===== config.mk =====
export PLATFORM = sky130hd
export DESIGN_NAME = am2906_rx_fifo
export DESIGN_NICKNAME = d
export VERILOG_FILES = /design/src/rtl/am2906_rx_fifo.sv
export SDC_FILE = /design/constraint.sdc
export NUM_CORES = 1
export LEC_CHECK = 0
export CAP_MARGIN = 0
export CORE_MARGIN = 8
export CORE_UTILIZATION = 31
export DETAILED_ROUTE_END_ITERATION = 6
export DONT_BUFFER_PORTS = 1
export HOLD_SLACK_MARGIN = 0.12
export SETUP_SLACK_MARGIN = 0.05
export SYNTH_ARGS = -nofsm -noshare
export SYNTH_HDL_FRONTEND = slang
export SYNTH_SLANG_ARGS = --single-unit

===== constraint.sdc =====
create_clock -name cp -period 3.3 [get_ports cp]
set_input_delay 0.66 -clock cp [delete_from_list [all_inputs] [get_ports cp]]
set_output_delay 0.66 -clock cp [all_outputs]
set_load 0.01 [all_outputs]

===== src/rtl/am2906_rx_fifo.sv =====
// Receive-side controller for an am2906 parity bus: samples the active-low bus on a strobe,
// checks even overall parity and queues {data, perr} in a show-ahead FIFO with flow control.
module am2906_rx_fifo #(
   parameter int WIDTH = 4,
   parameter int DEPTH = 4
) (
   input  logic                     cp,
   input  logic                     rst_,
   input  logic [WIDTH-1:0]         bus_,
   input  logic                     par_,
   input  logic                     stb_,
   input  logic                     pop,
   input  logic                     clr,
   output logic [WIDTH-1:0]         r,
   output logic                     rperr,
   output logic                     empty,
   output logic                     full,
   output logic [$clog2(DEPTH):0]   count,
   output logic                     hold_,
   output logic                     ovf,
   output logic [7:0]               errcnt
);

   localparam int PW = $clog2(DEPTH);
   localparam int CW = PW + 1;
   localparam logic [CW-1:0] CNT_FULL = CW'(DEPTH);
   localparam logic [CW-1:0] CNT_HOLD = CW'(DEPTH - 1);

   typedef struct packed {
      logic [WIDTH-1:0] data;
      logic             perr;
   } entry_t;

   // Captured word in true polarity; a good am2906 word has even parity over data plus odd bit.
   logic             strobe;
   logic [WIDTH-1:0] cap_data;
   logic             cap_perr;

   assign strobe   = ~stb_;
   assign cap_data = ~bus_;
   assign cap_perr = (^cap_data) ^ ~par_;

   logic [PW-1:0] wr_ptr_q, wr_ptr_d;
   logic [PW-1:0] rd_ptr_q, rd_ptr_d;
   logic [CW-1:0] count_q,  count_d;
   logic          ovf_q,    ovf_d;
   logic [7:0]    errcnt_q, errcnt_d;

   entry_t mem_q [DEPTH];

   logic is_empty, is_full;
   logic do_push, do_pop, overflow_evt, error_evt;

   assign is_empty = (count_q == '0);
   assign is_full  = (count_q == CNT_FULL);

   // A pop frees a slot in the same cycle, so a full FIFO still accepts a word alongside a pop.
   assign do_pop       = pop & ~is_empty;
   assign do_push      = strobe & (~is_full | do_pop);
   assign overflow_evt = strobe & is_full & ~pop;
   assign error_evt    = strobe & cap_perr;

   always_comb begin
      // NOTE: every combinational output gets a default first so no path can infer a latch.
      wr_ptr_d = wr_ptr_q;
      rd_ptr_d = rd_ptr_q;
      count_d  = count_q;
      ovf_d    = ovf_q;
      errcnt_d = errcnt_q;

      if (do_push) wr_ptr_d = wr_ptr_q + PW'(1);
      if (do_pop)  rd_ptr_d = rd_ptr_q + PW'(1);

      unique case ({do_push, do_pop})
         2'b10:   count_d = count_q + CW'(1);
         2'b01:   count_d = count_q - CW'(1);
         default: count_d = count_q;
      endcase

      // clr has priority over a coinciding error or overflow event.
      if (clr) begin
         ovf_d    = 1'b0;
         errcnt_d = '0;
      end else begin
         if (overflow_evt) ovf_d = 1'b1;
         if (error_evt && errcnt_q != 8'hFF) errcnt_d = errcnt_q + 8'd1;
      end
   end

   // NOTE: sequential state uses non-blocking assignments so every register samples pre-edge values.
   always_ff @(posedge cp or negedge rst_) begin
      if (!rst_) begin
         wr_ptr_q <= '0;
         rd_ptr_q <= '0;
         count_q  <= '0;
         ovf_q    <= 1'b0;
         errcnt_q <= '0;
      end else begin
         wr_ptr_q <= wr_ptr_d;
         rd_ptr_q <= rd_ptr_d;
         count_q  <= count_d;
         ovf_q    <= ovf_d;
         errcnt_q <= errcnt_d;
      end
   end

   // NOTE: storage is deliberately not reset; count gates validity so its contents never matter when empty.
   always_ff @(posedge cp) begin
      if (do_push) mem_q[wr_ptr_q] <= '{data: cap_data, perr: cap_perr};
   end

   assign r      = mem_q[rd_ptr_q].data;
   assign rperr  = mem_q[rd_ptr_q].perr;
   assign empty  = is_empty;
   assign full   = is_full;
   assign count  = count_q;
   // Asserting one entry early leaves room for a transmitter that reacts a cycle late.
   assign hold_  = ~(count_q >= CNT_HOLD);
   assign ovf    = ovf_q;
   assign errcnt = errcnt_q;

endmodule

==> results of run 1 <==
[sequential cells by signal, indices dropped and copies added, names as in the netlist]
signal / flops
rd_ptr_q: 2
mem_q: 20
ovf: 1
wr_ptr_q: 2
count: 3
errcnt: 8
[path summary, 6_finish.rpt]
| path | endpoint | slack, ns | cells past startpoint | from |
|---|---|---|---|---|
| max | rperr | 1.17 | 1 | rd_ptr_q[0]$_DFFE_PN0N_ |
| min | ovf$_DFFE_PN0P_ | 0.43 | 1 | clr |
| max reg2reg | count[2]$_DFFE_PN0P_ | 1.24 | 7 | count[1]$_DFFE_PN0P_ |
| min reg2reg | wr_ptr_q[1]$_DFFE_PN0P_ | 0.57 | 1 | wr_ptr_q[1]$_DFFE_PN0P_ |
| max in group asynchronous | wr_ptr_q[0]$_DFFE_PN0P_ | 1.93 | 1 | rst_ |
| min in group asynchronous | rd_ptr_q[0]$_DFFE_PN0N_ | 0.89 | 1 | rst_ |
[report_power, final]
| part | switching [mW] | internal (mW) | total (mW) |
|---|---|---|---|
| Combinational | 0.215 | 0.184 | 0.399 |
| Sequential | 0.117 | 0.583 | 0.700 |
| Clock | 0.147 | 0.147 | 0.294 |
| Total | 0.480 | 0.914 | 1.39 |
[final cells by class]
class | count | area [um2] | share of cell area (%)
clock buffers | 7 | 76.3 | 3.89
multi-input cells | 87 | 717 | 36.5
repair buffers | 2 | 17.5 | 0.893
flip-flops and latches | 36 | 1000 | 51.0
well taps | 75 | 93.8 | 4.78
inverters | 14 | 52.6 | 2.68
clock inverters | 1 | 3.75 | 0.191
[timing repair]
| item | 4_1_cts | 5_1_grt |
|---|---|---|
| hold endpoints to repair | 16 | 0 |
| hold buffers | 1 | 0 |
| gates resized for setup | 0 | 0 |
[cells by family (layout without fill, tap and decap cells)]
group	Yosys count	after routing	share of synthesized area (%)
AOI/OAI and AO/OA	24	24	8.86
xor gates and xnor gates	8	8	5.05
adders and majority gates	6	6	4.57
buffers and inverters	22	24	4.98
DFF	36	36	55.4
muxes	9	9	8.65
and+or+nand+nor	40	40	12.5
[Yosys cell counts (all sizes together) (4+ instances only)]
| cell | n |
|---|---|
| inv | 13 |
| nand2 | 5 |
| clkbuf | 6 |
| nand3 | 4 |
| edfxtp | 20 |
| a21oi | 7 |
| nor2b | 4 |
| xnor2 | 5 |
| a31oi | 4 |
| dfrtp | 16 |
| and2 | 6 |
| mux4 | 5 |
| ha | 5 |
| nor2 | 7 |
[through the flow]
| step | instance area [um2] | utilization (%) |
|---|---|---|
| final | 1960 | 33.9 |
| after global routing | 1960 | 33.9 |
| after CTS | 1960 | 33.9 |
| after detailed placement | 1870 | 32.4 |
| after global placement | 1870 | 32.4 |
| after floorplan | 1810 | - |
[per-layer routing]
layer	part of all wire [%]	track usage, %	vias to the layer above
li1	-	-	524
met1	40	9.81	571
met2	48	13.5	41
met3	10	5.26	8
met4	2.3	5.23	0
met5	0	0	-
[worst reg2reg max path, stage by stage (launching register included)]
cell,delay (ns)
dfrtp_1,0.55
or3_1,0.24
nand3_1,0.11
fa_1,0.41
and3_1,0.21
nor2b_1,0.12
o31ai_1,0.19
o41ai_1,0.11
==> flow_summary.json, run 1 <==
{
  "netlist.area_leader.share_pct": 33.2,
  "cp-start-kind": "flop",
  "fin_ws_ns": 1.17,
  "synth_area_um2": 1810,
  "finalHoldViolCount": 0,
  "worstSetupPathType": "flop to output pin",
  "cp_data_arrival_time_ns": 1.47,
  "ys_ff_latch": 36,
  "synth_edf_count": 20,
  "crit_fanout": 7,
  "synthCells": 145,
  "cp.required_ns": 2.64,
  "synth_top_cell_by_area": "edfxtp_1",
  "power_density_nw_per_um2": 710,
  "cts_tree": "done",
  "grt_pass1_vias": 1102,
  "vdd_drop_max_mv": 0.282,
  "wl_mm": 3.59,
  "grtUsageTotal_pct": 9.04,
  "crit_buf_inv": 0,
  "nFillCells": 568,
  "yosys_warnings": 0,
  "ys.flop_type": "edfxtp_1",
  "cts_buffers": 5,
  "die_y_um": 92.4,
  "vias_per_cell": 5.15,
  "area_delta_synth_final_pct": 8.51,
  "port_buffers": 0,
  "skew_ns": 0.00494,
  "insertion_delay_ns": 0.28,
  "antenna_cells": 0,
  "die_w_um": 92.4,
  "async_reset_ff_share_pct": 44.4,
  "netlist-cell-type-count": 42,
  "cap_viol_max_count": 0,
  "synth_fp_nets": 161,
  "ys_seq_area_share_pct": 55.4,
  "drtIter0Drc": 45,
  "hold_slack_ns": 0.430,
  "period_share_pct": 64.7,
  "worstMarginPinSlew_ns": 0.762,
  "status": "finished, final reports clean",
  "slew_headroom_pct": 49.0,
  "cp-end-kind": "output pin",
  "instances_no_fill": 222,
  "dieArea_um2": 8530,
  "cts-root-buf": "clkbuf_8",
  "rsz0062_at_grt": "no",
  "gr-total-overflow": 0,
  "maxSlewViolCount": 0,
  "max_stage_delay_ns": 0.61,
  "drc": 0,
  "dp_hpwl_mm": 2.66,
  "antenna_found_initial": 0,
  "finalSetupTns_ns": 0,
  "rows": 28,
  "crit_chain": "mux4_2",
  "place_congestion": 0.821,
  "htreeDepth": 2,
  "min_path_type": "input port to flop",
  "post_drt_wl_per_cell_um": 16.1,
  "path_clk_slew_ns": 0.07,
  "final_nets": 162,
  "ioPinCount": 30,
  "crit_family": "multiplexers",
  "via_count": 1144,
  "fp.coreArea_um2": 5780,
  "finalPower_mw": 1.39,
  "final_common_cell": "edfxtp_1",
  "post_cts_buffers": 0,
  "synthTopCellsByArea": "edfxtp_1 (33%), dfrtp_1 (22%), mux4_2 (6.2%)",
  "drive_above_1_share_pct": 10.2,
  "fmax_ghz": 0.469,
  "place_ws_ns": 1.17,
  "clk_path_buf_depth": 2,
  "clkSinkCount": 36,
  "grt_first_pass_wirelength_mm": 5.79,
  "grt_max_degree": 18,
  "setup_viol": 0,
  "slowest_stage": "mux4_2",
  "antenna_left": 0,
  "layout_common_cells": "edfxtp_1 (20), dfrtp_1 (16), inv_1 (12), nor2_1 (7), a21oi_1 (7)",
  "p_leak_nw": 0.738,
  "layout_min_cycle_time_ns": 2.13,
  "first_pass_iters": 4,
  "start_util_pct": 31.3,
  "dp_cells": 213,
  "syn_area_per_cell_um2": 12.5
}
Power figures use the tool's default switching activity.
==> run 2: changes to the inputs <==
==> constraint.sdc (replaced) <==
create_clock -name cp -period 2.1 [get_ports cp]
set_input_delay 0.42 -clock cp [delete_from_list [all_inputs] [get_ports cp]]
set_output_delay 0.42 -clock cp [all_outputs]
set_load 0.01 [all_outputs]
==> run 2 against run 1 <==
Net effect:
- die area stayed put
- sequential share of layout area is 1.5 points lower
- critical path depth is 3 higher
- routed wire length is 4.6% higher
- non-clock buffer count is 3 higher
- final area is 3.4% higher
- core utilization is 1.1 points higher
- global-route usage is 0.059 points higher
- clock-buffer cell count is 1 lower
==> flow_summary.json, run 2 (synthesis gave the netlist of run 1 again) <==
{
  "status": "finished, final reports clean",
  "slowest_stage": "a21oi_1",
  "port_buffers": 0,
  "wl_mm": 3.75,
  "cp_data_arrival_time_ns": 1.89,
  "drc": 0,
  "nFillCells": 568,
  "final_common_cell": "edfxtp_1",
  "utilization_pct": 35.1,
  "htreeDepth": 2,
  "cts-root-buf": "clkbuf_8",
  "setup_viol": 0,
  "period_share_pct": 91.9,
  "drive_above_1_share_pct": 15.3,
  "skew_ns": 0.00459,
  "fp.coreArea_um2": 5780,
  "max_stage_delay_ns": 0.46,
  "drtIter0Drc": 77,
  "cpMostUsedCell": "and2_1",
  "die_y_um": 92.4,
  "vias_per_cell": 5.12,
  "rsz0062_at_grt": "no",
  "crit_chain": "buf_4 > and2_1 > a21oi_1 > and2_1",
  "crit_family": "simple AND/OR/NAND/NOR gates",
  "cap_viol_max_count": 0,
  "fmax_ghz": 0.518,
  "min_path_type": "input port to flop",
  "regMostFlops": "mem_q",
  "finalHoldViolCount": 0,
  "place_ws_ns": -0.0207,
  "crit_buf_inv": 1,
  "cts_buffers": 5,
  "slew_headroom_pct": 41.3,
  "clkSinkCount": 36,
  "insertion_delay_ns": 0.28,
  "first_pass_iters": 4,
  "cp-end-kind": "flop",
  "path_clk_slew_ns": 0.07,
  "cp.required_ns": 2.06,
  "place_congestion": 0.812,
  "grt_first_pass_wirelength_mm": 5.91,
  "crit_fanout": 6,
  "dieArea_um2": 8530,
  "finalSetupTns_ns": 0,
  "p_leak_nw": 0.770,
  "fin_ws_ns": 0.170,
  "maxSlewViolCount": 0,
  "grt_pass1_vias": 1134,
  "largest_register_ffs": 20,
  "cp-start-kind": "flop",
  "rows": 28,
  "grt_max_degree": 18,
  "cts_tree": "done",
  "via_count": 1153,
  "post_drt_wl_per_cell_um": 16.7,
  "layout_min_cycle_time_ns": 1.93,
  "worstSetupPathType": "flop to flop",
  "clk_path_buf_depth": 2,
  "dp_hpwl_mm": 2.83,
  "antenna_left": 0,
  "power_density_nw_per_um2": 1190,
  "grtUsageTotal_pct": 9.09,
  "die_w_um": 92.4,
  "layout_common_cells": "edfxtp_1 (20), dfrtp_1 (14), inv_1 (12), nor2_1 (7), a21oi_1 (7)",
  "antenna_found_initial": 0,
  "worstMarginPinSlew_ns": 0.875,
  "antenna_cells": 0,
  "post_cts_buffers": 0,
  "ioPinCount": 30,
  "area_delta_synth_final_pct": 12.2,
  "final_nets": 165,
  "vdd_drop_max_mv": 0.482,
  "gr-total-overflow": 0,
  "start_util_pct": 31.3
}
## run 2: cell count changes in the layout (fill, tap and decap cells not counted), moves of 2 or more
cell	previous run	this run
dfrtp_2	0	2
dfrtp_1	16	14
clkbuf_1	2	0
buf_4	1	4
## run 2: cell type report
type | count | area (um2) | area share, %
well taps | 75 | 93.8 | 4.63
multi-input cells | 87 | 722 | 35.6
clock inverters | 2 | 33.8 | 1.67
inverters | 14 | 52.6 | 2.59
repair buffers | 5 | 40.0 | 1.97
clock buffers | 6 | 82.6 | 4.07
flip-flops and latches | 36 | 1000 | 49.5
## run 2: where the power goes
part	total [mW]	switching (mW)	internal, mW
Sequential	1.07	0.152	0.921
Combinational	0.726	0.393	0.332
Clock	0.619	0.237	0.382
## run 2: path summary, 6_finish.rpt
check / slack (ns) / cells after the start / endpoint / start
setup / recovery: 0.17 / 4 / mem_q[0][1]$_DFFE_PP_ / count[2]$_DFFE_PN0P_
hold / removal: 0.19 / 1 / errcnt[4]$_DFFE_PN0P_ / clr
setup reg to reg: 0.17 / 4 / mem_q[0][1]$_DFFE_PP_ / count[2]$_DFFE_PN0P_
hold reg to reg: 0.55 / 1 / count[2]$_DFFE_PN0P_ / count[0]$_DFFE_PN0P_
max in group asynchronous: 0.90 / 1 / count[1]$_DFFE_PN0P_ / rst_
min in group asynchronous: 0.66 / 1 / errcnt[3]$_DFFE_PN0P_ / rst_
## run 2: per-stage QoR
stage	cells	hold slack (ns)	area, um2	power, mW
finish	225	0.191	2030	2.42
global route	225	0.173	2030	2.56
CTS	225	0.184	2020	2.43
detailed placement	216	0.125	1890	1.81
global placement	216	0.125	1890	1.75
floorplan	145	0.124	1810	1.62
## run 2: repair_timing
item                                    4_1_cts  5_1_grt
gates resized for setup                       0        3
endpoints found under the hold margin        16        0
hold buffers                                  1        0
endpoints found under the setup margin        0        7
## run 2: per-layer routing
metal  up-vias  wire length [um]  GRT usage [%]
met3         9               268           3.40
met2        42              1880           14.7
met1       566              1530           10.0
met4         0                72           5.50
met5         -                 0              0
li1        536                 -              -
==> run 3: changes to the inputs <==
--- a/config.mk
+++ b/config.mk
@@ -5,12 +5,13 @@
 export SDC_FILE = /design/constraint.sdc
 export NUM_CORES = 1
 export LEC_CHECK = 0
-export CAP_MARGIN = 0
+export CAP_MARGIN = 10
 export CORE_MARGIN = 8
-export CORE_UTILIZATION = 31
+export CORE_UTILIZATION = 55
 export DETAILED_ROUTE_END_ITERATION = 6
 export DONT_BUFFER_PORTS = 1
 export HOLD_SLACK_MARGIN = 0.12
+export PLACE_DENSITY = 0.7
 export SETUP_SLACK_MARGIN = 0.05
 export SYNTH_ARGS = -nofsm -noshare
 export SYNTH_HDL_FRONTEND = slang
==> run 3 against run 2 <==
Net effect:
- combinational power is 2% higher
- worst setup slack worse by 0.0097 ns
- clock power is 41% lower
- largest cell class unchanged
==> flow_summary.json, run 3 (synthesis gave the netlist of run 1 again) <==
{
  "post_dp_cell_area_um2": 1870,
  "wl_mm": 3.49,
  "crit_fanout": 6,
  "cp_data_arrival_time_ns": 2.16,
  "final_common_cell": "edfxtp_1",
  "gr-total-overflow": 0,
  "slew_headroom_pct": 44.7,
  "grt_pass1_vias": 1096,
  "start_util_pct": 55.5,
  "rr_worst_depth": 7,
  "slowest_stage": "dfrtp_1",
  "dp_cells": 189,
  "via_count": 1156,
  "clkSinkCount": 36,
  "layout_min_cycle_time_ns": 1.94,
  "cp-end-kind": "flop",
  "place_ws_ns": 0.0349,
  "p_comb_share_pct": 34.0,
  "area_delta_synth_final_pct": 9.20,
  "rows": 21,
  "rsz0062_at_grt": "yes",
  "stdcell_area_um2": 1970,
  "drc": 0,
  "dp_hpwl_mm": 2.50,
  "grt_first_pass_wirelength_mm": 5.42,
  "grt_use_met3_pct": 4.64,
  "first_pass_iters": 4,
  "port_buffers": 0,
  "min_from": "clr",
  "clkPwrFrac_pct": 16.6,
  "antenna_left": 0,
  "switching_share_pct": 36.0,
  "vdd_drop_max_mv": 0.418,
  "grtUsageTotal_pct": 13.4,
  "power_density_nw_per_um2": 1110,
  "rr_endpoint": "count[2]$_DFFE_PN0P_",
  "layout_common_cells": "edfxtp_1 (20), dfrtp_1 (14), inv_1 (12)",
  "ioPinCount": 30,
  "cts-root-buf": "clkbuf_4",
  "switching_power_mw": 0.787,
  "met2_usage_pct": 21.7,
  "cp.required_ns": 2.32,
  "cap_viol_max_count": 0,
  "cts_buffers": 5,
  "met1_usage_pct": 15.7,
  "min_path_type": "input port to flop",
  "reg2reg_from": "count[2]$_DFFE_PN0P_",
  "place_congestion": 0.776,
  "whs_endpoint": "errcnt[7]$_DFFE_PN0P_",
  "finalHoldViolCount": 0,
  "vias_per_cell": 5.75,
  "internal_power_mw": 1.40,
  "status": "finished, final reports clean",
  "gr-max-usage-layer": "met2",
  "grt_max_degree": 18,
  "finalSetupTns_ns": 0,
  "final_nets": 170,
  "drtIter0Drc": 72,
  "whs_path_depth": 1,
  "clk_path_buf_depth": 2,
  "fmax_ghz": 0.516,
  "rrSetupSlack_ns": 0.16,
  "crit_chain": "or3_4 > nand3_1 > fa_1 > and3_1 > nor2b_1 > o31ai_1 > o41ai_1",
  "path_clk_slew_ns": 0.12,
  "post_drt_wl_per_cell_um": 17.3,
  "regMostFlops": "mem_q",
  "p_seq_share_pct": 49.4,
  "period_share_pct": 92.4,
  "instances_no_fill": 201,
  "finalPower_mw": 2.19,
  "drive_above_1_share_pct": 17.4,
  "skew_ns": 0.0108,
  "antenna_cells": 0,
  "fin_ws_ns": 0.161,
  "maxSlewViolCount": 0,
  "cp-start-kind": "flop",
  "setup_viol": 0,
  "htreeDepth": 2,
  "max_stage_delay_ns": 0.47,
  "worstSetupPathType": "flop to flop",
  "insertion_delay_ns": 0.34,
  "dieArea_um2": 5380,
  "worstMarginPinSlew_ns": 0.824,
  "p_leak_nw": 0.770,
  "antenna_found_initial": 0,
  "largest_register_ffs": 20,
  "cts_tree": "done",
  "die_w_um": 73.3,
  "fp.coreArea_um2": 3260,
  "die_y_um": 73.3
}
run 3: cell types whose count changed in the layout (fill, tap and decap cells not counted), moves of 2 or more:
cell / before / now
dlygate4sd3_1: 1 / 3
buf_4: 4 / 7
clkbuf_4: 0 / 5
clkinv_2: 0 / 2
clkbuf_8: 6 / 0
run 3: power by group through the flow:
stage | sequential (mW) | clock (mW) | combinational, mW
2_1_floorplan | 1.02 | 0 | 0.601
3_3_place_gp | 1.08 | 0 | 0.681
3_5_place_dp | 1.09 | 0 | 0.716
4_1_cts | 1.07 | 0.370 | 0.729
5_1_grt | 1.11 | 0.399 | 0.828
6_report | 1.08 | 0.363 | 0.744
run 3: what timing repair did:
| action | CTS | global route |
|---|---|---|
| endpoints found under the hold margin | 19 | 1 |
| gates resized for setup | 0 | 3 |
| endpoints found under the setup margin | 0 | 6 |
| hold buffers | 2 | 1 |
| setup buffers | 0 | 1 |
run 3: final cells by class:
class                   count  area [um2]
well taps                  46        57.6
flip-flops and latches     36        1000
clock buffers               5        37.5
inverters                  14        52.6
multi-input cells          87         722
clock inverters             3        18.8
fillers                   291        1280
repair buffers             10        82.6
run 3: routing by layer:
metal,vias up,wire [um]
met5,-,0
met4,0,85
met3,9,286
met2,40,1750
met1,564,1370
li1,543,-
run 3: through the flow:
stage | hold slack (ns) | util, %
CTS | 0.123 | 59.8
global placement | 0.125 | 57.5
global route | 0.120 | 60.6
finish | 0.137 | 60.6
floorplan | 0.124 | -
detailed placement | 0.125 | 57.5
run 3: worst max-delay path by stage:
stage                            start                     to  cells after the start
2_1_floorplan                     stb_   count[2]$_DFFE_PN0P_                      8
3_3_place_gp                   bus_[3]  errcnt[5]$_DFFE_PN0P_                      4
3_5_place_dp                   bus_[3]  errcnt[5]$_DFFE_PN0P_                      4
4_1_cts        rd_ptr_q[0]$_DFFE_PN0N_                  rperr                      1
5_1_grt           count[2]$_DFFE_PN0P_   count[2]$_DFFE_PN0P_                      7
6_report          count[2]$_DFFE_PN0P_   count[2]$_DFFE_PN0P_                      7
run 3: critical path, delay by kind of cell, from the launching register on:
kind,cells,cell delay (ns)
adders and majority gates,1,0.42
AOI/OAI and AO/OA,2,0.32
DFF,1,0.47
and+or+nand+nor,4,0.61
